## src/rtl/regfile_wb_arbiter_pkg.sv

```systemverilog
// Shared constants, FSM encoding and helpers for the register-file writeback arbiter.
package regfile_wb_arbiter_pkg;

    localparam int unsigned REG_ADDR_W = 5;
    localparam int unsigned DATA_W     = 32;
    localparam int unsigned NUM_REGS   = 32;

    typedef enum logic {
        WB_NORM = 1'b0,
        WB_REQ  = 1'b1
    } wbState_e;

    // One-hot mask selecting a single register.
    function automatic logic [NUM_REGS-1:0] regMask(input logic [REG_ADDR_W-1:0] r);
        logic [NUM_REGS-1:0] m;
        m    = '0;
        m[r] = 1'b1;
        return m;
    endfunction

endpackage

```

## src/rtl/wb_scoreboard.sv

```systemverilog
// Busy scoreboard of registers awaiting long-latency results, with hazard queries.
// WB_PROTO_CHECK_EN: also exposes the raw busy vector for protocol checking.
module wb_scoreboard
    import regfile_wb_arbiter_pkg::*;
(
    input  logic                  Clk,
    input  logic                  Rst_n,
    input  logic                  SetEn,
    input  logic [REG_ADDR_W-1:0] SetRW,
    input  logic                  ClrEn,
    input  logic [REG_ADDR_W-1:0] ClrRW,
    input  logic [REG_ADDR_W-1:0] QA,
    input  logic [REG_ADDR_W-1:0] QB,
    output logic                  HazA,
    output logic                  HazB
`ifdef WB_PROTO_CHECK_EN
    ,
    output logic [NUM_REGS-1:0]   Busy
`endif
);

    logic [NUM_REGS-1:0] busyQ;
    logic [NUM_REGS-1:0] busyD;
    logic [NUM_REGS-1:0] setMask;
    logic [NUM_REGS-1:0] clrMask;

    // Next busy vector: a reservation wins over a same-cycle clear; $0 is never tracked.
    always_comb begin
        setMask = '0;
        clrMask = '0;
        if (SetEn && (SetRW != '0)) begin
            setMask = regMask(SetRW);
        end
        if (ClrEn) begin
            clrMask = regMask(ClrRW);
        end
        busyD = (busyQ & ~clrMask) | setMask;
    end

    // Busy vector register.
    always_ff @(posedge Clk or negedge Rst_n) begin
        if (!Rst_n) begin
            busyQ <= '0;
        end else begin
            busyQ <= busyD;
        end
    end

    assign HazA = busyQ[QA];
    assign HazB = busyQ[QB];

`ifdef WB_PROTO_CHECK_EN
    assign Busy = busyQ;
`endif

endmodule

```

## src/rtl/regfile_wb_arbiter.sv

```systemverilog
// Owns the register-file write port, sharing it between the pipeline writeback (P, no
// backpressure) and the long-latency unit (L, valid/ready). L is forced through by
// stalling the pipeline after STARVE_LIMIT consecutive waiting cycles.
// WB_PROTO_CHECK_EN: adds the sticky ProtoErr output and its checks.
module regfile_wb_arbiter
    import regfile_wb_arbiter_pkg::*;
#(
    parameter int unsigned STARVE_LIMIT = 4,
    parameter int unsigned STARVE_W     = 3
) (
    input  logic                  Clk,
    input  logic                  Rst_n,
    input  logic                  PWr,
    input  logic [REG_ADDR_W-1:0] PRW,
    input  logic [DATA_W-1:0]     PBus,
    input  logic                  LValid,
    output logic                  LReady,
    input  logic [REG_ADDR_W-1:0] LRW,
    input  logic [DATA_W-1:0]     LBus,
    input  logic                  ResvEn,
    input  logic [REG_ADDR_W-1:0] ResvRW,
    input  logic [REG_ADDR_W-1:0] QA,
    input  logic [REG_ADDR_W-1:0] QB,
    output logic                  HazA,
    output logic                  HazB,
    output logic                  StallPipe,
    output logic [REG_ADDR_W-1:0] RW,
    output logic [DATA_W-1:0]     BusW,
    output logic                  RegWr
`ifdef WB_PROTO_CHECK_EN
    ,
    output logic                  ProtoErr
`endif
);

    localparam logic [STARVE_W-1:0] LimitVal = STARVE_W'(STARVE_LIMIT);

    wbState_e            state;
    logic [STARVE_W-1:0] starveCnt;
    logic [STARVE_W-1:0] cntNext;
    logic                lHs;
    logic                pAcc;
    logic                forceNow;

    // In REQ the slot belongs to L; otherwise P has priority.
    assign LReady   = (state == WB_REQ) ? 1'b1 : !PWr;
    assign lHs      = LValid & LReady;
    assign pAcc     = PWr & !lHs;
    assign cntNext  = starveCnt + 1'b1;
    assign forceNow = (cntNext == LimitVal) || (starveCnt == LimitVal);

    // Arbiter FSM, starvation counter and registered write port.
    always_ff @(posedge Clk or negedge Rst_n) begin
        if (!Rst_n) begin
            state     <= WB_NORM;
            starveCnt <= '0;
            StallPipe <= 1'b0;
            RW        <= '0;
            BusW      <= '0;
            RegWr     <= 1'b0;
        end else begin
            // Writes to $0 complete their handshake but never reach the register file.
            if (lHs) begin
                RegWr <= (LRW != '0);
                if (LRW != '0) begin
                    RW   <= LRW;
                    BusW <= LBus;
                end
            end else if (pAcc) begin
                RegWr <= (PRW != '0);
                if (PRW != '0) begin
                    RW   <= PRW;
                    BusW <= PBus;
                end
            end else begin
                RegWr <= 1'b0;
            end

            case (state)
                WB_NORM: begin
                    if (LValid && !LReady) begin
                        if (starveCnt != LimitVal) begin
                            starveCnt <= cntNext;
                        end
                        if (forceNow) begin
                            state     <= WB_REQ;
                            StallPipe <= 1'b1;
                        end
                    end else begin
                        starveCnt <= '0;
                    end
                end
                // LReady is high here, so REQ always resolves in one cycle: either the
                // handshake completes or L has withdrawn its request.
                WB_REQ: begin
                    state     <= WB_NORM;
                    StallPipe <= 1'b0;
                    starveCnt <= '0;
                end
                default: begin
                    state     <= WB_NORM;
                    StallPipe <= 1'b0;
                    starveCnt <= '0;
                end
            endcase
        end
    end

`ifdef WB_PROTO_CHECK_EN
    logic [NUM_REGS-1:0] busyVec;
    logic                protoHit;
`endif

    wb_scoreboard uScoreboard (
        .Clk   (Clk),
        .Rst_n (Rst_n),
        .SetEn (ResvEn),
        .SetRW (ResvRW),
        .ClrEn (lHs),
        .ClrRW (LRW),
        .QA    (QA),
        .QB    (QB),
        .HazA  (HazA),
        .HazB  (HazB)
`ifdef WB_PROTO_CHECK_EN
        ,
        .Busy  (busyVec)
`endif
    );

`ifdef WB_PROTO_CHECK_EN
    // Any protocol violation seen by the arbiter this cycle.
    always_comb begin
        protoHit = 1'b0;
        if (PWr && StallPipe) begin
            protoHit = 1'b1;
        end
        if (PWr && busyVec[PRW] && (PRW != '0)) begin
            protoHit = 1'b1;
        end
        if (ResvEn && busyVec[ResvRW]) begin
            protoHit = 1'b1;
        end
        if (lHs && !busyVec[LRW] && (LRW != '0)) begin
            protoHit = 1'b1;
        end
    end

    // Sticky error flag, cleared only by reset.
    always_ff @(posedge Clk or negedge Rst_n) begin
        if (!Rst_n) begin
            ProtoErr <= 1'b0;
        end else if (protoHit) begin
            ProtoErr <= 1'b1;
        end
    end
`endif

endmodule

```

## config.mk

```make
export PLATFORM = sky130hd
export DESIGN_NAME = regfile_wb_arbiter
export DESIGN_NICKNAME = d
export VERILOG_FILES = /design/src/rtl/regfile_wb_arbiter_pkg.sv /design/src/rtl/wb_scoreboard.sv /design/src/rtl/regfile_wb_arbiter.sv
export SDC_FILE = /design/constraint.sdc
export NUM_CORES = 1
export LEC_CHECK = 0
export BUFFER_PORTS_ARGS = -buffer_cell sky130_fd_sc_hd__buf_2
export CAP_MARGIN = 10
export CORE_UTILIZATION = 45
export CTS_CLUSTER_DIAMETER = 60
export DETAILED_ROUTE_END_ITERATION = 12
export PLACE_DENSITY = 0.73
export SLEW_MARGIN = 20
export SYNTH_ARGS = -nofsm -noshare
export SYNTH_HDL_FRONTEND = slang
export SYNTH_SLANG_ARGS = --single-unit
```

## constraint.sdc

```tcl
create_clock -name Clk -period 4.1 [get_ports Clk]
set_input_delay 0.82 -clock Clk [delete_from_list [all_inputs] [get_ports Clk]]
set_output_delay 0.82 -clock Clk [all_outputs]
set_load 0.005 [all_outputs]
```

==> results.toml, run 1 <==
[status]
status = "finished, final reports clean"

[clocking]
clock_sinks = 75
post_cts_buffers = 0
cts_buffers = 9
cts_resized = 0
cts_tree = "yes"
cts_hold_buf = 0
cts.reportedPaths.clkPinSlew_ns = 0.08
htreeDepth = 3
clockRootBuffer = "clkbuf_8"
clock_latency_ns = 0.34
clk_path_buf_depth = 2

[route]
wire_per_inst_um = 16.5
via_per_inst = 5.48
drt_wl_total_um = 10700
drt.antenna.violating_nets = 0
dr.pass1.iters = 4
via_count = 3547
drt_iter0_markers = 218
drc = 0

[synth]
syn_area_um2 = 4090
syn-num-nets = 501
synth-main-ff-cell = "dfrtp_1"
ys_warn_count = 0
synth_cell_type_count = 33
synth_edf_count = 0
synth-seq-area-share_pct = 45.8
synth_top_area_share_pct = 45.8
syn_avg_cell_area_um2 = 10.1
synth.largest_area_cell = "dfrtp_1"
synthTopCellsByArea = "dfrtp_1 (46%), mux2i_1 (17%), o21ai_0 (7.6%)"
ys_ff_latch = 75
ys_async_sr_fraction_pct = 100
synth_cells = 404

[global_routing]
antenna_found_initial = 0
grt_util_all_layers_pct = 23.0
grt_pass1_vias = 3587
gr-total-overflow = 0
grt_max_degree = 60
grt_pass1_wl_um = 17400

[worst_setup_path]
cp_slowest_stage_delay_ns = 0.39
cp.required_ns = 3.28
critPathMaxFanout = 16
critPathKind = "in2out"
r2r_cells = 6
r2r_start = "state$_DFF_PN0_"
startpoint_type = "input port"
critPathTopFamily = "buffers and inverters"
crit_top_cell = "buf_2"
cpMaxStageDelayCell = "buf_2"
crit_chain = "buf_2, mux2i_1, a22oi_1, nand4b_1, a21oi_1, a311o_1, buf_2"
rr_endpoint = "BusW[19]$_DFFE_PN0P_"
cp.arrival_ns = 2.21
endpoint_kind = "output pin"
r2r_setup_slack_ns = 1.83
crit_buf_inv = 2

[sta]
setup_violations = 0
period_needed_ns = 3.03
maxSlewViolCount = 0
rsz0062_at_grt = "no"
min_period_over_period_pct = 73.8
finalSetupTns_ns = 0
hold_viol_final = 0
skew_ns = 0.00752
tightest_slew_ns = 0.662
slew_headroom_pct = 55.7
clock.fmax_mhz = 330

[finish]
syn_to_final_growth_pct = 22.9
fin_nets = 631
antenna_cells = 0
multi_input_area_um2 = 2080
fill_cells = 802
utilization_pct = 57.4
ff_latch_area_um2 = 1880
drive_above_1_share_pct = 37.1

[floorplan]
fp.dieH_um = 97.4
row_count = 34
coreArea_um2 = 8760
die_w_um = 97.4
die-area_um2 = 9480
start_util_pct = 46.7
io_pins = 136

[power]
ir_drop_mv = 0.191
power.leakage_nw = 2.41
power.density_nw_per_um2 = 391

[placement]
port_buffers = 135
routabilityCongestion = 0.984
hpwlAfterDp_um = 8150

[worst_hold_path]
hp-class = "in2async"

[job]
maxCapViolations = 0
## how the worst max path moves through the flow
| stage | from | endpoint | depth (start not counted) |
|---|---|---|---|
| 6_report | QB[1] | HazB | 7 |
| 5_1_grt | QB[1] | HazB | 7 |
| 4_1_cts | QB[1] | HazB | 7 |
| 3_5_place_dp | QB[1] | HazB | 7 |
| 3_3_place_gp | QA[1] | HazA | 7 |
| 2_1_floorplan | QA[1] | HazA | 7 |
## cell usage in the layout, fill, tap and decap left out, types with 9 or more instances in the layout
cell	netlist	final
nand3_1	12	12
o21ai_0	62	62
clkbuf_8	0	9
nor2_1	33	33
nor2_2	12	12
dfrtp_1	75	75
a21oi_1	19	19
buf_2	9	135
a21oi_2	27	27
nand2_1	19	18
mux2i_1	69	69
## metal layers
layer,GRT usage (%),part of all wire (%),wire [um],vias to the layer above
li1,-,-,-,1712
met1,29.4,42,4530,1673
met2,37.7,48,5110,149
met3,6.04,8.1,862,13
met4,8.03,1.5,157,0
met5,0,0,0,-
## metrics by stage
stage / worst slack [ns] / total power [mW] / hold WS [ns] / std cells / instance area, um^2
after global routing: 0.981 / 2.08 / 0.439 / 647 / 5030
after detailed placement: 1.08 / 1.42 / 0.480 / 631 / 4840
after floorplan: 1.32 / 1.22 / 0.447 / 404 / 4090
after global placement: 1.14 / 1.40 / 0.465 / 630 / 4820
final: 1.07 / 1.97 / 0.416 / 647 / 5030
after CTS: 1.08 / 1.98 / 0.424 / 647 / 5030
## cell type report
class	count	area share [%]
flip-flops and latches	75	37.3
well taps	108	2.69
inverters	4	0.298
clock buffers	9	2.46
repair buffers	139	14.5
clock inverters	7	1.37
multi-input cells	305	41.4
## Yosys cell counts (2+ instances only)
cell	instances
nand3b_1	6
nand2_1	19
clkbuf_1	4
a22oi_1	8
mux2i_1	69
inv_1	4
nor2b_1	6
o21ai_0	62
nor2_2	12
nand2b_1	5
buf_6	6
or3b_2	3
a21oi_1	19
dfrtp_1	75
ha_1	3
or3_1	2
nand3_1	12
nand4b_1	5
a311o_1	2
a211oi_1	2
a21oi_2	27
nor2_1	33
buf_2	9
and2_1	2
## flip-flops by register name, summed over array words and instances (netlist names)
signal	flops
BusW	32
uScoreboard.busyQ	32
RW	5
starveCnt	3
RegWr	1
StallPipe	1
state	1
## report_power, final
part           internal [mW]  switching, mW
sequential             0.864          0.104
combinational          0.209          0.231
clock                  0.279          0.283
total                   1.35          0.618
## worst register-to-register path, cell delays in order (launching register included)
cell and delay (ns):
dfrtp_1 0.40, nand2b_1 0.24, nand3_1 0.39, a2bb2oi_4 0.57, buf_12 0.37, nor2_1 0.09, a21oi_1 0.13
## cell families after synthesis
family | count (synthesis) | share of synthesized area [%]
AO/OA/AOI/OAI | 124 | 18.8
adder cells (fa/ha/maj) | 3 | 0.917
flip-flops | 75 | 45.8
AND/OR/NAND/NOR | 108 | 13.7
buffers and inverters | 24 | 3.67
XOR/XNOR | 1 | 0.214
multiplexers | 69 | 16.9
Note: power is estimated with default switching activity, not from simulation.
==> run 2, diff against run 1 <==
--- a/config.mk
+++ b/config.mk
@@ -5,6 +5,7 @@
 export SDC_FILE = /design/constraint.sdc
 export NUM_CORES = 1
 export LEC_CHECK = 0
+export ABC_AREA = 1
 export BUFFER_PORTS_ARGS = -buffer_cell sky130_fd_sc_hd__buf_2
 export CAP_MARGIN = 10
 export CORE_UTILIZATION = 45
==> constraint.sdc (replaced) <==
create_clock -name Clk -period 3 [get_ports Clk]
set_input_delay 0.6 -clock Clk [delete_from_list [all_inputs] [get_ports Clk]]
set_output_delay 0.6 -clock Clk [all_outputs]
set_load 0.005 [all_outputs]
==> run 2 against run 1 <==
  * Flip-flop and latch count unchanged
  * Routed wire length increased by 15%
  * Combinational power increased by 35%
  * Via count increased by 26%
  * Sequential power increased by 39%
  * Die area increased by 2.9%
  * Highest routed layer unchanged
==> results.toml, run 2 <==
[floorplan]
start_util_pct = 47.4
coreArea_um2 = 8890
io_pins = 136
die_w_um = 98.8
row_count = 34
die-area_um2 = 9760
fp.dieH_um = 98.8

[global_routing]
grt_pass1_vias = 4345
grt_util_all_layers_pct = 26.4
grt_pass1_wl_um = 20400
antenna_found_initial = 0
top_usage_layer = "met2"
gr-total-overflow = 0
met3_usage_pct = 4.26
met2_usage_pct = 45.4
grt_max_degree = 43
gr-usage-met1_pct = 32.2

[synth]
synth-main-ff-cell = "dfrtp_1"
synth.largest_area_cell = "dfrtp_1"
synth_top_area_share_pct = 44.5
synth_cells = 602
syn-num-nets = 699
synth_edf_count = 0
synthTopCellsByCount = "nand2_1 (271), o21ai_0 (100), dfrtp_1 (75)"
synth-seq-area-share_pct = 44.5
ys_warn_count = 0
ys_ff_latch = 75
synthTopCellsByArea = "dfrtp_1 (45%), nand2_1 (24%), o21ai_0 (12%)"
synth_cell_type_count = 24
syn_avg_cell_area_um2 = 7.00
ys_async_sr_fraction_pct = 100
synth_most_common_cell = "nand2_1"
syn_area_um2 = 4220

[sta]
setup_violations = 0
min_period_over_period_pct = 80.0
finalSetupTns_ns = 0
setup_slack_ns = 0.601
rsz0062_at_grt = "no"
tightest_slew_ns = 0.816
maxSlewViolCount = 0
slew_headroom_pct = 45.5
clock.fmax_mhz = 417
holdWs_ns = 0.204
hold_viol_final = 0
skew_ns = 0.0122
period_needed_ns = 2.40

[finish]
fin_nets = 823
reg_top3 = "BusW: 32 flops, uScoreboard.busyQ: 32 flops, RW: 5 flops"
drive_above_1_share_pct = 22.2
layout_common_cells = "nand2_1 (271), buf_2 (135), o21ai_0 (100), dfrtp_1 (75), nand3_1 (63)"
ff_latch_area_um2 = 1880
fill_cells = 857
antenna_cells = 0
multi_input_area_um2 = 2060
finalNonFillerCells = 838
design_area_um2 = 5150
syn_to_final_growth_pct = 22.2
final_common_cell = "nand2_1"

[clocking]
clock_sinks = 75
cts_buffers = 9
cts_tree = "yes"
clk_path_buf_depth = 2
cts.reportedPaths.clkPinSlew_ns = 0.08
cts_resized = 0
htreeDepth = 3
clockRootBuffer = "clkbuf_8"
clock_latency_ns = 0.34
cts_hold_buf = 0
post_cts_buffers = 0

[placement]
routabilityCongestion = 0.994
hpwlAfterDp_um = 9340
port_buffers = 135
post_dp_cell_area_um2 = 4920
pre_cts_ws_ns = 0.627
dp.cells = 823

[route]
wire_per_inst_um = 14.7
via_per_inst = 5.33
drc = 0
drt.antenna.violating_nets = 0
drt_wl_total_um = 12300
via_count = 4467
drt_iter0_markers = 278
dr.pass1.iters = 5

[status]
status = "finished, final reports clean"

[worst_hold_path]
hp-class = "in2async"

[power]
ir_drop_mv = 0.213
power.density_nw_per_um2 = 550
power.leakage_nw = 2.81

[worst_setup_path]
cp.arrival_ns = 1.80
r2r_cells = 9
critPathMaxFanout = 17
r2r_setup_slack_ns = 1.06
startpoint_type = "input port"
rr_endpoint = "BusW[10]$_DFFE_PN0P_"
critPathKind = "in2out"
endpoint_kind = "output pin"
cp.required_ns = 2.40
r2r_start = "state$_DFF_PN0_"

[job]
maxCapViolations = 0
==> run 2: cell count changes after synthesis, sizes merged, moves of 28 or more <==
cell,delta
mux2i,-69
a21oi,-42
inv,+28
nand2,+254
nand3,+52
o21ai,+41
nor2,-36
==> run 2: how the worst max path moves through the flow <==
stage	startpoint	end	slack, ns	depth (start not counted)
floorplan	QA[0]	HazA	0.91	11
global placement	QB[0]	HazB	0.66	11
detailed placement	QB[0]	HazB	0.63	11
CTS	QB[0]	HazB	0.62	11
global route	QB[0]	HazB	0.42	11
finish	QB[0]	HazB	0.60	11
==> run 2: where the power goes <==
group	internal [mW]	total (mW)	switching (mW)
clock	0.547	0.904	0.357
sequential	1.18	1.34	0.157
combinational	0.247	0.595	0.348
total	1.97	2.84	0.863
==> run 2: worst max-delay path: stages <==
cell     delay [ns]
buf_2          0.19
inv_1          0.37
nand2_1        0.11
nand3_1        0.09
nand3_1        0.07
nand2_1        0.07
nand2_1        0.05
nand2_1        0.06
nand2_1        0.04
nand2_1        0.05
buf_2          0.10
==> run 2: final cells by class <==
| class | count | share of cell area, % |
|---|---|---|
| tap | 108 | 2.62 |
| multi-input combinational | 467 | 40.1 |
| clock inverter | 5 | 1.99 |
| sequential | 75 | 36.4 |
| clock buffer | 10 | 2.48 |
| inverter | 32 | 2.43 |
| timing repair buffer | 141 | 14.0 |
==> run 2: per-stage QoR <==
stage | util [%] | power, mW
after floorplan | - | 1.64
after CTS | 58.0 | 2.85
after detailed placement | 55.4 | 1.94
after global routing | 58.0 | 3.00
final | 58.0 | 2.84
after global placement | 55.4 | 1.93
==> run 2: per-layer routing <==
metal | vias up | part of all wire [%] | routed length (um)
li1 | 2201 | - | -
met1 | 2006 | 41 | 5090
met2 | 226 | 48 | 5920
met3 | 34 | 7.3 | 898
met4 | 0 | 3.1 | 377
met5 | - | 0 | 0
==> run 2: logic make-up after synthesis <==
kind of cell	count (synthesis)	synth area share (%)
AOI/OAI and AO/OA	111	13.4
adders and majority gates	3	0.890
buffers and inverters	60	6.53
DFF	75	44.5
and+or+nand+nor	353	34.6
==> run 3, diff against run 2 <==
==> constraint.sdc (replaced) <==
create_clock -name Clk -period 2.4 [get_ports Clk]
set_input_delay 0.48 -clock Clk [delete_from_list [all_inputs] [get_ports Clk]]
set_output_delay 0.48 -clock Clk [all_outputs]
set_load 0.005 [all_outputs]
==> run 3 against run 2 <==
  * Via count grew 0.20%
  * Final cell count grew 0.12%
  * Clock power grew 21%
  * Routed wire length shrank 3.9%
==> results.toml, run 3 (synthesis results as in run 2) <==
[status]
status = "finished, final reports clean"

[global_routing]
grt_util_all_layers_pct = 25.3
grt_max_degree = 76
antenna_found_initial = 0
met3_usage_pct = 4.61
gr-usage-met1_pct = 31.4
gr-total-overflow = 0
top_usage_layer = "met2"
grt_pass1_vias = 4217
grt_pass1_wl_um = 19700
met2_usage_pct = 43.9

[route]
dr.pass1.iters = 8
drc = 0
via_per_inst = 5.33
via_count = 4476
drt_wl_total_um = 11800
drt_iter0_markers = 336
wire_per_inst_um = 14.1
drt.antenna.violating_nets = 0

[floorplan]
start_util_pct = 47.4
die_w_um = 98.8
io_pins = 136
coreArea_um2 = 8890
die-area_um2 = 9760
row_count = 34
fp.dieH_um = 98.8

[worst_setup_path]
endpoint_kind = "output pin"
r2r_cells = 9
critPathMaxFanout = 16
cp.required_ns = 1.92
r2r_start = "state$_DFF_PN0_"
startpoint_type = "input port"
r2r_setup_slack_ns = 0.57
rr_endpoint = "BusW[10]$_DFFE_PN0P_"
cp.arrival_ns = 1.68
critPathKind = "in2out"

[finish]
multi_input_area_um2 = 2060
final_common_cell = "nand2_1"
syn_to_final_growth_pct = 22.4
drive_above_1_share_pct = 22.3
fin_nets = 823
ff_latch_area_um2 = 1880
design_area_um2 = 5160
reg_top3 = "BusW: 32 flops, uScoreboard.busyQ: 32 flops, RW: 5 flops"
layout_common_cells = "nand2_1 (271), buf_2 (135), o21ai_0 (100), dfrtp_1 (75), nand3_1 (63)"
fill_cells = 852
antenna_cells = 0

[clocking]
clock_sinks = 75
post_cts_buffers = 0
cts_tree = "yes"
cts_buffers = 9
htreeDepth = 3
clockRootBuffer = "clkbuf_8"
cts_hold_buf = 0
clk_path_buf_depth = 2
cts.reportedPaths.clkPinSlew_ns = 0.08
cts_resized = 0
clock_latency_ns = 0.34

[sta]
slew_headroom_pct = 46.3
setup_violations = 0
min_period_over_period_pct = 89.8
tightest_slew_ns = 0.803
finalSetupTns_ns = 0
setup_slack_ns = 0.244
clock.fmax_mhz = 464
rsz0062_at_grt = "no"
hold_viol_final = 0
period_needed_ns = 2.16
maxSlewViolCount = 0
skew_ns = 0.00536

[power]
ir_drop_mv = 0.301
power.leakage_nw = 2.81
power.density_nw_per_um2 = 676

[worst_hold_path]
hp-class = "in2async"

[placement]
hpwlAfterDp_um = 8850
routabilityCongestion = 0.923
post_dp_cell_area_um2 = 4930
port_buffers = 135
pre_cts_ws_ns = 0.295

[job]
maxCapViolations = 0
[run 3: changes by cell type in the layout (fill, tap and decap cells not counted)]
cell	delta
buf_12	+1
buf_4	-1
clkbuf_8	+2
bufinv_16	-1
[run 3: power by group]
| group | internal [mW] | switching (mW) | leakage (nW) |
|---|---|---|---|
| sequential | 1.47 | 0.178 | 0.910 |
| clock | 0.641 | 0.450 | 0.113 |
| combinational | 0.311 | 0.436 | 1.79 |
| total | 2.43 | 1.06 | 2.81 |
[run 3: cell type report]
type                       instances  area share, %
multi-input combinational        467           40.0
clock inverter                     4           1.41
sequential                        75           36.4
inverter                          32           2.42
timing repair buffer             141           14.2
clock buffer                      12           3.01
tap                              108           2.62
[run 3: worst max path at each step]
stage,from,end,slack (ns),cells after the start
3_5_place_dp,QB[0],HazB,0.29,11
5_1_grt,QB[0],HazB,0.13,11
3_3_place_gp,QB[0],HazB,0.28,11
6_report,QB[0],HazB,0.24,11
4_1_cts,QB[0],HazB,0.29,11
2_1_floorplan,QA[0],HazA,0.55,11
[run 3: metrics by stage]
| stage | total power [mW] | std cells | hold WS [ns] | utilization, % |
|---|---|---|---|---|
| after floorplan | 2.05 | 602 | 0.184 | - |
| after global placement | 2.39 | 823 | 0.467 | 55.5 |
| after detailed placement | 2.41 | 823 | 0.469 | 55.5 |
| after CTS | 3.50 | 839 | 0.165 | 58.1 |
| after global routing | 3.69 | 839 | 0.191 | 58.1 |
| final | 3.49 | 839 | 0.155 | 58.1 |
[run 3: metal layers]
| layer | up-vias | routed length [um] |
|---|---|---|
| li1 | 2198 | - |
| met1 | 2014 | 4840 |
| met2 | 228 | 5620 |
| met3 | 36 | 995 |
| met4 | 0 | 354 |
| met5 | - | 0 |
[run 3: worst max-delay path, stage by stage]
cell and delay (ns):
buf_2 0.10, inv_1 0.37, nand2_1 0.11, nand3_1 0.09, nand3_1 0.13, nand2_1 0.09
nand2_1 0.05, nand2_1 0.06, nand2_1 0.04, nand2_1 0.05, buf_2 0.10
